$ cat config.mk
export PLATFORM = sky130hd
export DESIGN_NAME = slice_config_loader
export DESIGN_NICKNAME = d
export VERILOG_FILES = /design/src/rtl/slice_config_loader.sv
export SDC_FILE = /design/constraint.sdc
export NUM_CORES = 1
export LEC_CHECK = 0
export ABC_AREA = 1
export CAP_MARGIN = 5
export CORE_UTILIZATION = 35
export DETAILED_ROUTE_END_ITERATION = 8
export PLACE_DENSITY = 0.54
export SLEW_MARGIN = 20
export SYNTH_ARGS = -nofsm -noshare
export SYNTH_HDL_FRONTEND = slang
export SYNTH_SLANG_ARGS = --single-unit
export TNS_END_PERCENT = 20
$ cat constraint.sdc
create_clock -name cclk -period 1.9 [get_ports cclk]
set_input_delay 0.38 -clock cclk [delete_from_list [all_inputs] [get_ports cclk]]
set_output_delay 0.38 -clock cclk [all_outputs]
set_load 0.1 [all_outputs]
$ cat src/rtl/slice_config_loader.sv
// slice_config_loader: assembles a W-bit word stream into one slice
// configuration bundle (LUT config, carry-chain use bit, inter-LUT mux) and
// pulses cen once per committed frame.
// Optional build macro: CFG_PARITY_EN adds in_parity (even parity per word)
// and the ERR state; without it err is constant 0 and ERR is unreachable.
module slice_config_loader #(
  parameter int S_XX_BASE = 4,
  parameter int CFG_SIZE  = 2**S_XX_BASE + 1,
  parameter int NUM_LUTS  = 4,
  parameter int MUX_LVLS  = $clog2(NUM_LUTS),
  parameter int W         = 8
) (
  input  logic                          cclk,
  input  logic                          rst_n,
  input  logic                          start,
  input  logic [W-1:0]                  in_data,
  input  logic                          in_valid,
`ifdef CFG_PARITY_EN
  input  logic                          in_parity,
`endif
  output logic                          in_ready,
  output logic [NUM_LUTS*2*CFG_SIZE-1:0] cfg_luts,
  output logic                          cfg_use_cc,
  output logic [MUX_LVLS-1:0]           cfg_mux,
  output logic                          cen,
  output logic                          busy,
  output logic                          done,
  output logic                          err
);

  localparam int LUT_BITS   = NUM_LUTS*2*CFG_SIZE;
  localparam int FRAME_BITS = LUT_BITS + 1 + MUX_LVLS;
  localparam int NUM_WORDS  = (FRAME_BITS + W - 1) / W;
  localparam int CW         = $clog2(NUM_WORDS + 1);

  typedef enum logic [2:0] {IDLE, LOAD, COMMIT, DONE, ERR} state_t;

  state_t                state;
  logic [CW-1:0]         cnt;
  logic [FRAME_BITS-1:0] asm_q;
  logic [FRAME_BITS-1:0] full;
  logic                  hs, last, par_ok;

  assign hs   = in_valid && in_ready;
  assign last = (cnt == CW'(NUM_WORDS-1));

`ifdef CFG_PARITY_EN
  assign par_ok = ~(^{in_parity, in_data});
`else
  assign par_ok = 1'b1;
`endif

  // Assembly register with the current word dropped into slot cnt; bits of
  // the final word beyond FRAME_BITS simply have no destination.
  always_comb begin
    full = asm_q;
    for (int i = 0; i < FRAME_BITS; i++)
      if (cnt == CW'(i / W)) full[i] = in_data[i % W];
  end

  // Frame FSM; all handshake/status outputs are registered with the state.
  always_ff @(posedge cclk or negedge rst_n) begin
    if (!rst_n) begin
      state      <= IDLE;
      cnt        <= '0;
      asm_q      <= '0;
      in_ready   <= 1'b0;
      cen        <= 1'b0;
      busy       <= 1'b0;
      done       <= 1'b0;
      err        <= 1'b0;
      cfg_luts   <= '0;
      cfg_use_cc <= 1'b0;
      cfg_mux    <= '0;
    end else begin
      cen <= 1'b0;
      case (state)
        IDLE, DONE, ERR: begin
          if (start) begin
            state    <= LOAD;
            cnt      <= '0;
            done     <= 1'b0;
            err      <= 1'b0;
            in_ready <= 1'b1;
            busy     <= 1'b1;
          end
        end
        LOAD: begin
          // start is deliberately ignored here, including on the final word
          if (hs) begin
            if (!par_ok) begin
              state    <= ERR;
              err      <= 1'b1;
              in_ready <= 1'b0;
              busy     <= 1'b0;
            end else begin
              asm_q <= full;
              cnt   <= cnt + 1'b1;
              if (last) begin
                cfg_luts   <= full[LUT_BITS-1:0];
                cfg_use_cc <= full[LUT_BITS];
                cfg_mux    <= full[LUT_BITS+1 +: MUX_LVLS];
                state      <= COMMIT;
                in_ready   <= 1'b0;
                cen        <= 1'b1;
              end
            end
          end
        end
        COMMIT: begin
          state <= DONE;
          busy  <= 1'b0;
          done  <= 1'b1;
        end
        default: state <= IDLE;
      endcase
    end
  end

endmodule

Word-level counts from Yosys, hierarchy flattened. Index checks and enable logic that the tools add are counted.

RAM bits: 0. Word-level logic and storage cells: 203. Bits in registers: 290. Bits in read-only memories: 0. Bits in latches: 0. Output and inout bits: 144. Bits of input ports: 12. Memories kept: 0.

$mul: 0. Mux-type cells: 156. Reductions and logical operators: 12. Shift operators: 0. Div/mod/pow operators: 0. Add/subtract/negate cells: 1. Bitwise operators: 0. Eq/ne operators: 24. Order comparisons: 0.

Operators by type and width (count): 2-to-1 mux 1 bit (146); == test 5 x 4 -> 1 bit, second input constant (8); == test 5 x 3 -> 1 bit, second input constant (4); == test 5 x 2 -> 1 bit, second input constant (2); == test 5 bit, second input constant (2); 2-to-1 mux 5 bit (2); case mux 5 bit (2 select lines) (1); 2-to-1 mux 3 bit (3); case mux 3 bit (3 select lines) (1); AND reduction 3 bit (3); == test 3 x 2 -> 1 bit, second input constant (2); inequality test 2 bit, second input constant (3); case mux 1 bit (2 select lines) (3); adder 5 x 1 -> 5 bit, second input constant (1); == test 5 x 1 -> 1 bit, second input constant (1); zero test 5 bit (1); AND reduction 2 bit (2); AND reduction 4 bit (1); nonzero test 2 bit (2); == test 3 x 1 -> 1 bit, second input constant (1); == test 3 bit, second input constant (1); zero test 3 bit (1); OR reduction 3 bit (1); logical AND 1 bit (1).

Longest topological paths before layout. Gate-level depths: netlist of the first run.

Word-level depth: 4. Gate-level depth with buffers: 10. Gate-level depth less buffers: 8.

Worst setup path after synthesis of the first run. Ideal clock, no wire load.

Path kind: flip-flop to flip-flop. Start: reg in_ready. End: reg cfg_luts[10]. Data arrival time: 1.943 ns. Data required time: 1.780 ns. Library setup time: 0.120 ns. Slack: -0.163 ns. Path buffers: 3. Period minus slack after synthesis: 2.063 ns. Stages on the path, launching flop included: 9. Cell sequence: dfrtp_1 -> nand2_1 -> nor2_4 -> buf_4 -> nand2_1 -> buf_4 -> buf_2 -> nand2_1 -> nand2_1.

Longest elaborated chain between the ends: 2.

Ends and longest elaborated chain: start, declared (RTL line 21) `output logic in_ready,`; start signal, assigned (RTL line 67) `in_ready <= 1'b0;`; start signal, assigned (RTL line 84) `in_ready <= 1'b1;`; start signal, assigned (RTL line 94) `in_ready <= 1'b0;`; logical AND 1 bit (RTL line 44) `assign hs = in_valid && in_ready;`; AND reduction 3 bit (no line); end signal, assigned (RTL line 100) `cfg_luts <= full[LUT_BITS-1:0];`; end, declared (RTL line 22) `output logic [NUM_LUTS*2*CFG_SIZE-1:0] cfg_luts,`.

No other way between the ends. A chain may end at the register's enable or synchronous reset.

Worst setup path after layout of the first run.
Start: reg cnt[1]. End: reg cfg_luts[106].

Longest elaborated chain between the ends: 2. Elaborated cells on any way between the ends: 4.

Ends and longest elaborated chain: start, declared (RTL line 39) `logic [CW-1:0] cnt;`; start signal, assigned (RTL line 98) `cnt <= cnt + 1'b1;`; == test 5 bit or == test 5 x 4 -> 1 bit (tied branches) (RTL line 45, 58); AND reduction 3 bit (no line) or 2-to-1 mux 1 bit (tied branches).

Parallel ways exist; a longest one is shown, timed or not.

==> reports/qor.yml, run 1 <==
outcome:
  status: "finished, final reports clean"
worst_setup_path:
  cp_common_cell: "nand2_1"
  cpMaxStageDelayCell: "dfrtp_1"
  reg2reg_to: "cfg_luts[106]$_DFFE_PN0P_"
  cp.required_ns: 2.34
  critPathKind: "reg -> reg"
  crit_path_start: "cnt[1]$_DFFE_PN0P_"
  reg2regPathDepth: 8
  critical_path.cell_chain: "inv_1, ha_1, nand2_1, inv_1, nand2_1, nand2_1, nand3_1, nand2_1"
  critical_path_arrival_ns: 2.26
  ff2ff_setup_slack_ns: 0.08
  max_stage_delay_ns: 0.43
  start_kind: "flop"
  r2r-start: "cnt[1]$_DFFE_PN0P_"
  end_kind: "flop"
  critPathMaxFanout: 8
power_and_ir_drop:
  p_switching_mw: 5.34
  p_per_area_mw_per_mm2: 925
  swShare: 0.319
  comb_power_share: 0.218
  power.leakage_nw: 9.76
  p_int_mw: 11.4
  power.share.sequential: 0.412
  vdd_drop_max_mv: 1.01
  clkPwrFrac: 0.370
run:
  drv_cap: 0
clock_network:
  cts_tree: "yes"
  clockBufferDepth: 3
  root_buffer: "clkbuf_16"
  cts_setup_buffers: 0
  clk_pin_slew_ns: 0.06
  cts_max_level: 2
  clk_latency_ns: 0.51
  clock-sinks: 286
  numCtsBuffers: 34
final_layout:
  drive_above_1_share: 0.142
  nFillCells: 3464
  antennaDiodeCount: 0
  final_cell_mix: "nand2_1, dfrtp_1, nand3_1"
  fin_nets: 1908
  finalInstanceArea_mm2: 0.0181
  layout_commonest_cell: "nand2_1"
  instances_no_fill: 2374
  syn_to_final_growth_pct: 37.7
global_routing:
  antenna_found_initial: 0
  grt_overflow_total: 0
  grt_pass1_vias: 10981
  grt_pass1_wl_mm: 61.3
  grt_max_degree: 72
  grt.total_usage: 0.203
placement:
  port_buffers: 154
  post_dp_cell_area_mm2: 0.0170
  place.gp.congestion: 0.793
  post-place-cells: 2319
  post-place-ws_ns: -0.0806
  dp_hpwl_mm: 24.4
detailed_routing:
  dr.pass1.iters: 5
  drt-met1-wl_mm: 17.5
  remaining_drc_errors: 0
  final_antenna_net_count: 0
  via_per_inst: 4.83
  wirelength_mm: 38.0
  drt_first_iter_violations: 762
  wl_per_cell_um: 16.0
  top_layer_used: "met4"
  vias: 11457
  met3_length_mm: 1.67
  wl_met2_mm: 18.2
logic_synthesis:
  avgSynthCellArea_um2: 7.70
  synthAdderAreaFrac: 0.00762
  synth_nets: 1727
  synth_seq_area_share: 0.545
  synth_top_family_by_area: "simple AND/OR/NAND/NOR gates"
  synth-seq-cells: 286
  synthCells: 1707
  synthMuxAreaShare: 0
  synth.distinct_cells: 21
  yosys.area_share.simple: 0.353
  synth_xor_area_frac: 0
  synth_area_mm2: 0.0131
  synth-compound-area-share: 0.0122
  yosysWarnings: 0
sta:
  period_share: 0.958
  skew_ns: 0.0119
  setup_viol: 0
  timing.fmax_mhz: 549
  hold_violations: 0
  grt_setup_unrepaired: "yes"
  fin_crit_ns: 1.82
  setup_ws_ns: 0.0799
  timing.hold.ws_ns: 0.365
  report.final.slew_viol_count: 0
die:
  die_w_um: 196
  dieArea_mm2: 0.0383
  die_height_um: 196
  ioPinCount: 156
  fp-row-count: 70
  coreArea_mm2: 0.0368
  initial_utilization: 0.357
min_path:
  hold_class: "in -> async"
cell families (layout without fill, tap and decap cells):
| logic type | Yosys count | in the layout |
|---|---|---|
| AND/OR/NAND/NOR | 1137 | 1137 |
| buffers and inverters | 243 | 442 |
| adder cells (fa/ha/maj) | 8 | 8 |
| AO/OA/AOI/OAI | 32 | 32 |
| other | 1 | 1 |
| flip-flops | 286 | 286 |
Yosys cell counts, drive strengths merged:
master / instances / area, um2
nand2: 851 / 3200
nand4: 1 / 6.26
clkbuf: 27 / 101
inv: 171 / 642
o21ai: 32 / 160
dfrtp: 286 / 7160
conb: 1 / 3.75
buf: 45 / 338
ha: 8 / 100
nand3: 263 / 1320
nand3b: 1 / 7.51
nor2: 21 / 106
worst max-delay path, delay by kind of cell, from the launching register on:
family | cells | cell delay (ns)
and+or+nand+nor | 5 | 0.77
DFF | 1 | 0.43
buffers and inverters | 2 | 0.35
adders and majority gates | 1 | 0.20
registers in the layout, indices dropped and copies added (netlist names):
name        cells
busy            1
asm_q         136
in_ready        1
cfg_luts      136
cen             1
done            1
state           2
cnt             5
cfg_use_cc      1
cfg_mux         2
repair_timing:
action | in CTS | in global routing
hold buffers | 1 | 0
resized for setup | 1 | 3
hold endpoints to repair | 31 | 0
setup endpoints to repair | 7 | 38
pin swaps | 0 | 0
layer usage:
metal / vias up / GRT usage
met5: - / 0
met4: 0 / 0.0460
met3: 45 / 0.0246
met2: 294 / 0.335
met1: 5484 / 0.284
li1: 5634 / -
power groups by stage:
stage	clock network, mW	registers (mW)	logic (mW)
final	6.19	6.90	3.65
after floorplan	0	7.08	2.18
after detailed placement	0	7.00	3.66
after global placement	0	6.99	3.58
after CTS	6.33	6.90	3.68
after global routing	6.57	6.97	4.11
final cells by class:
cell class	count	area, um2	share of cell area
clock buffer	48	1010	0.0557
clock inverter	6	36.3	0.00201
inverter	171	643	0.0355
multi-input combinational	1178	4930	0.273
sequential	286	7160	0.396
tap	468	586	0.0324
timing repair buffer	217	3730	0.206
how the worst max path moves through the flow:
stage	end	slack [ns]
after CTS	cfg_luts[106]$_DFFE_PN0P_	0.07
after detailed placement	cfg_luts[74]$_DFFE_PN0P_	-0.08
after global routing	cfg_luts[108]$_DFFE_PN0P_	-0.04
final	cfg_luts[106]$_DFFE_PN0P_	0.08
after global placement	cfg_luts[134]$_DFFE_PN0P_	-0.07
after floorplan	cfg_luts[10]$_DFFE_PN0P_	0.15
through the flow:
| step | util | setup TNS [ns] | total power, mW |
|---|---|---|---|
| finish | 0.492 | 0 | 16.7 |
| global route | 0.492 | -0.377 | 17.6 |
| CTS | 0.491 | 0 | 16.9 |
| detailed placement | 0.463 | -5.91 | 10.7 |
| global placement | 0.463 | -5.46 | 10.6 |
| floorplan | - | 0 | 9.27 |
Note: power is estimated with default switching activity, not from simulation.
==> inputs of run 2 (changes only) <==
--- a/config.mk
+++ b/config.mk
@@ -7,9 +7,9 @@
 export LEC_CHECK = 0
 export ABC_AREA = 1
 export CAP_MARGIN = 5
-export CORE_UTILIZATION = 35
+export CORE_UTILIZATION = 38
 export DETAILED_ROUTE_END_ITERATION = 8
-export PLACE_DENSITY = 0.54
+export PLACE_DENSITY = 0.58
 export SLEW_MARGIN = 20
 export SYNTH_ARGS = -nofsm -noshare
 export SYNTH_HDL_FRONTEND = slang
==> reports/qor.yml, run 2 (same netlist as run 1, synthesis figures left out) <==
die:
  coreArea_mm2: 0.0338  # -8.2%
  dieArea_mm2: 0.0353  # -7.8%
  die_w_um: 188  # -4.0%
  ioPinCount: 156  # unchanged
  die_height_um: 188  # -4.0%
  fp-row-count: 67  # -4.3%
  initial_utilization: 0.389  # +0.0317
worst_setup_path:
  cp_common_cell: "nand2_1"
  cpMaxStageDelayCell: "dfrtp_1"
  critical_path_arrival_ns: 2.27  # about the same
  critical_path.top_delay_family: "simple AND/OR/NAND/NOR gates"
  max_stage_delay_ns: 0.45  # +0.02 ns
  end_kind: "flop"
  critPathKind: "reg -> reg"
  start_kind: "flop"
  cp.required_ns: 2.35  # about the same
  critical_path.cell_chain: "inv_1, ha_1, nand2_1, inv_1, nand2_1, nand2_1, nand3_1, nand2_1"
  critPathMaxFanout: 8  # unchanged
  crit_buf_inv: 2  # unchanged
final_layout:
  antennaDiodeCount: 0  # unchanged
  reg.largest.list: "asm_q: 136 flops, cfg_luts: 136 flops, cnt: 5 flops"
  layout_commonest_cell: "nand2_1"
  syn_to_final_growth_pct: 35.7
  final_cell_mix: "nand2_1, dfrtp_1, nand3_1"
  fin_nets: 1903  # -0.26%
  drive_above_1_share: 0.141  # -0.00150
global_routing:
  grt_pass1_vias: 11151  # +1.5%
  grt_pass1_wl_mm: 59.5  # -3.0%
  grt_max_degree: 85  # +18%
  grt_overflow_total: 0  # unchanged
  antenna_found_initial: 0  # unchanged
  grt.total_usage: 0.208  # +0.00549
clock_network:
  root_buffer: "clkbuf_16"
  cts_setup_buffers: 0  # unchanged
  cts_max_level: 1  # -1
  numCtsBuffers: 31  # -8.8%
  clk_pin_slew_ns: 0.07  # about the same
  clk_latency_ns: 0.57  # +0.06 ns
  cts_tree: "yes"
  clock-sinks: 286  # unchanged
  clockBufferDepth: 3  # unchanged
power_and_ir_drop:
  clkPwrFrac: 0.354  # -0.016
  comb_power_share: 0.223  # +0.005
  p_int_mw: 11.1  # -2.6%
  swShare: 0.321  # +0.00159
  power_mw: 16.3  # -2.3%
  vdd_drop_max_mv: 0.740  # -27%
  p_per_area_mw_per_mm2: 917  # -0.92%
  power.leakage_nw: 9.67  # -0.90%
  power.share.sequential: 0.423  # +0.011
  p_switching_mw: 5.24  # -1.9%
detailed_routing:
  via_per_inst: 4.85  # +0.55%
  wl_per_cell_um: 15.4  # -4.0%
  vias: 11418  # -0.34%
  final_antenna_net_count: 0  # unchanged
  wirelength_mm: 36.2  # -4.9%
  dr.pass1.iters: 5  # unchanged
  remaining_drc_errors: 0  # unchanged
  drt_first_iter_violations: 768  # +0.79%
sta:
  hold_violations: 0  # unchanged
  tns_ns: 0  # unchanged
  period_share: 0.958  # about the same
  timing.fmax_mhz: 550  # about the same
  setup_viol: 0  # unchanged
  skew_ns: 0.0199  # +0.00797 ns
  setup_ws_ns: 0.0805  # +0.000640 ns
  fin_crit_ns: 1.82  # -0.000640 ns
  grt_setup_unrepaired: "yes"
  report.final.slew_viol_count: 0  # unchanged
outcome:
  status: "finished, final reports clean"
min_path:
  hold_class: "in -> async"
placement:
  port_buffers: 154  # unchanged
  place.gp.congestion: 0.789  # -0.52%
  post-place-ws_ns: -0.0883  # -0.00767 ns
  dp_hpwl_mm: 23.2  # -4.6%
run:
  drv_cap: 0  # unchanged
run 2: path summary, 6_finish.rpt:
kind	from	slack, ns	cells after the start	to
worst max-delay path	cnt[0]$_DFFE_PN0P_	0.08	8	cfg_luts[32]$_DFFE_PN0P_
worst min-delay path	rst_n	0.31	2	cfg_luts[126]$_DFFE_PN0P_
worst max register to register	cnt[0]$_DFFE_PN0P_	0.08	8	cfg_luts[32]$_DFFE_PN0P_
worst min register to register	asm_q[32]$_DFFE_PN0P_	0.48	2	asm_q[32]$_DFFE_PN0P_
max in group asynchronous	rst_n	0.92	3	cfg_luts[39]$_DFFE_PN0P_
min in group cclk	in_data[2]	0.44	3	cfg_mux[1]$_DFFE_PN0P_
run 2: area by class of cell:
cell class	count	area [um2]
clock inverter	9	77.6
fill	3052	16000
sequential	286	7160
tap	448	561
timing repair buffer	215	3580
inverter	171	643
clock buffer	46	892
multi-input combinational	1178	4920
run 2: per-stage QoR:
stage | std cells | utilization | cell area [um2] | hold WS, ns
final | 2353 | 0.528 | 17800 | 0.306
after global routing | 2353 | 0.528 | 17800 | 0.319
after CTS | 2353 | 0.528 | 17800 | 0.299
after detailed placement | 2297 | 0.499 | 16800 | 0.301
after global placement | 2297 | 0.499 | 16800 | 0.303
after floorplan | 1707 | - | 13100 | 0.0844
run 2: layer usage:
metal	track usage	share of wire	vias to the layer above
met1	0.285	0.46	5453
met2	0.350	0.47	285
met4	0.0578	0.023	0
li1	-	-	5624
met5	0	0	-
met3	0.0225	0.043	56
run 2: power groups by stage:
| stage | clock network (mW) | registers [mW] | logic (mW) |
|---|---|---|---|
| 2_1_floorplan | 0 | 7.08 | 2.18 |
| 3_3_place_gp | 0 | 6.99 | 3.56 |
| 3_5_place_dp | 0 | 7.01 | 3.63 |
| 4_1_cts | 5.94 | 6.90 | 3.65 |
| 5_1_grt | 6.17 | 6.97 | 4.10 |
| 6_report | 5.79 | 6.91 | 3.64 |
run 2: what timing repair did:
item	in CTS	in global routing
setup endpoints to repair	0	64
resized for setup	0	3
hold endpoints to repair	32	0
hold buffers	1	0
==> inputs of run 3 (changes only) <==
--- a/config.mk
+++ b/config.mk
@@ -7,9 +7,9 @@
 export LEC_CHECK = 0
 export ABC_AREA = 1
 export CAP_MARGIN = 5
+export CORE_ASPECT_RATIO = 0.8
 export CORE_UTILIZATION = 38
 export DETAILED_ROUTE_END_ITERATION = 8
-export PLACE_DENSITY = 0.58
 export SLEW_MARGIN = 20
 export SYNTH_ARGS = -nofsm -noshare
 export SYNTH_HDL_FRONTEND = slang
==> reports/qor.yml, run 3 (same netlist as run 1, synthesis figures left out) <==
global_routing:
  grt_pass1_vias: 11049  # -0.91%
  antenna_found_initial: 0  # unchanged
  grt_use_met3: 0.0272  # +0.00477
  top_usage_layer: "met2"
  grt_overflow_total: 0  # unchanged
  grt_max_degree: 100  # +18%
  grt.total_usage: 0.212  # +0.00424
  grtUsageMet2: 0.347  # -0.00290
  use_met1: 0.302  # +0.0177
  grt_pass1_wl_mm: 59.9  # +0.60%
final_layout:
  final_cell_mix: "nand2_1, dfrtp_1, nand3_1"
  seq_area_mm2: 0.00716  # about the same
  multi_input_area_mm2: 0.00493  # +0.10%
  drive_above_1_share: 0.145  # +0.00434
  final_core_util: 0.526  # -0.00204
  antennaDiodeCount: 0  # unchanged
  fin_nets: 1909  # +0.32%
  finalInstanceArea_mm2: 0.0178  # -0.17%
  layout_commonest_cell: "nand2_1"
  nFillCells: 3108  # +1.8%
  syn_to_final_growth_pct: 35.5
  reg.largest.list: "asm_q: 136 flops, cfg_luts: 136 flops, cnt: 5 flops"
power_and_ir_drop:
  comb_power_share: 0.221  # -0.002
  vdd_drop_max_mv: 1.12  # +52%
  p_switching_mw: 5.18  # -1.1%
  p_int_mw: 11.1  # -0.30%
  power_mw: 16.3  # -0.56%
  power.leakage_nw: 9.67  # about the same
  power.share.sequential: 0.424  # about the same
  swShare: 0.319  # -0.00181
  clkPwrFrac: 0.354  # about the same
  p_per_area_mw_per_mm2: 913  # -0.39%
detailed_routing:
  via_per_inst: 4.82  # -0.58%
  wirelength_mm: 36.5  # +0.83%
  wl_per_cell_um: 15.4  # about the same
  vias: 11458  # +0.35%
  dr.pass1.iters: 5  # unchanged
  remaining_drc_errors: 0  # unchanged
  final_antenna_net_count: 0  # unchanged
  drt_first_iter_violations: 827  # +7.7%
worst_setup_path:
  critical_path_arrival_ns: 2.30  # +0.03 ns
  ff2ff_setup_slack_ns: 0.04  # -0.04 ns
  end_kind: "flop"
  cp.required_ns: 2.33  # -0.02 ns
  start_kind: "flop"
  critPathKind: "reg -> reg"
  critPathMaxFanout: 8  # unchanged
die:
  fp-row-count: 60  # -10%
  ioPinCount: 156  # unchanged
  coreArea_mm2: 0.0339  # +0.22%
  initial_utilization: 0.388  # -0.000848
  dieArea_mm2: 0.0353  # about the same
  die_w_um: 210  # +12%
  die_height_um: 168  # -10%
clock_network:
  cts_setup_buffers: 0  # unchanged
  root_buffer: "clkbuf_16"
  clockBufferDepth: 3  # unchanged
  clock-sinks: 286  # unchanged
  clk_latency_ns: 0.56  # about the same
  numCtsBuffers: 31  # unchanged
  clk_pin_slew_ns: 0.06  # about the same
  cts_max_level: 1  # unchanged
  cts_tree: "yes"
sta:
  grt_setup_unrepaired: "yes"
  fin_crit_ns: 1.86  # +0.0444 ns
  skew_ns: 0.0146  # -0.00535 ns
  setup_viol: 0  # unchanged
  period_share: 0.981  # +0.0234
  setup_ws_ns: 0.0361  # -0.0444 ns
  hold_violations: 0  # unchanged
  tns_ns: 0  # unchanged
  timing.fmax_mhz: 537  # -2.4%
  report.final.slew_viol_count: 0  # unchanged
outcome:
  status: "finished, final reports clean"
placement:
  place.gp.congestion: 0.772  # -2.1%
  post_dp_cell_area_mm2: 0.0168  # -0.27%
  port_buffers: 154  # unchanged
  post-place-ws_ns: -0.0532  # +0.0351 ns
  dp_hpwl_mm: 23.8  # +2.3%
min_path:
  hold_class: "in -> async"
run:
  drv_cap: 0  # unchanged
-- run 3: changes by cell type in the layout (fill, tap and decap cells not counted), moves of 2 or more --
cell and delta:
buf_4 +14, buf_12 -11, inv_6 -2, buf_16 +2
-- run 3: path summary, 6_finish.rpt --
| kind | to | cells after the start | start |
|---|---|---|---|
| max | cfg_luts[21]$_DFFE_PN0P_ | 8 | cnt[0]$_DFFE_PN0P_ |
| min | cfg_luts[43]$_DFFE_PN0P_ | 2 | rst_n |
| max reg2reg | cfg_luts[21]$_DFFE_PN0P_ | 8 | cnt[0]$_DFFE_PN0P_ |
| min reg2reg | asm_q[29]$_DFFE_PN0P_ | 2 | asm_q[29]$_DFFE_PN0P_ |
| max in group asynchronous | cfg_luts[14]$_DFFE_PN0P_ | 3 | rst_n |
| min in group cclk | cfg_mux[1]$_DFFE_PN0P_ | 3 | in_data[2] |
-- run 3: final cells by class --
class,count,share of cell area
clock buffers,45,0.0499
clock inverters,9,0.00408
inverters,171,0.0361
multi-input cells,1178,0.277
flip-flops and latches,286,0.402
well taps,465,0.0327
repair buffers,221,0.198
-- run 3: critical path, cell delays in order, from the launching register on --
cell and delay, ns:
dfrtp_1 0.46, inv_1 0.10, ha_1 0.20, nand2_1 0.16
inv_1 0.18, nand2_1 0.29, nand2_1 0.11, nand3_1 0.18
nand2_1 0.07
-- run 3: stage by stage --
step                      cells  hold slack [ns]
after global routing       2375            0.375
after detailed placement   2320            0.356
after floorplan            1707           0.0844
after global placement     2320            0.357
final                      2375            0.354
after CTS                  2375            0.364
-- run 3: per-layer routing --
metal | share of wire | routed length, um | vias to the layer above
met1 | 0.46 | 16700 | 5464
met5 | 0 | 0 | -
li1 | - | - | 5636
met2 | 0.47 | 17000 | 308
met3 | 0.057 | 2070 | 50
met4 | 0.018 | 646 | 0
-- run 3: repair_timing --
action / in CTS / in global routing
hold endpoints to repair: 43 / 0
resized for setup: 1 / 8
hold buffers: 1 / 0
endpoints found under the setup margin: 2 / 68
-- run 3: power groups by stage --
stage / registers, mW / clock network, mW / logic [mW]
floorplan: 7.08 / 0 / 2.18
global placement: 6.98 / 0 / 3.48
detailed placement: 7.00 / 0 / 3.58
CTS: 6.89 / 5.90 / 3.59
global route: 6.97 / 6.18 / 4.06
finish: 6.90 / 5.76 / 3.60
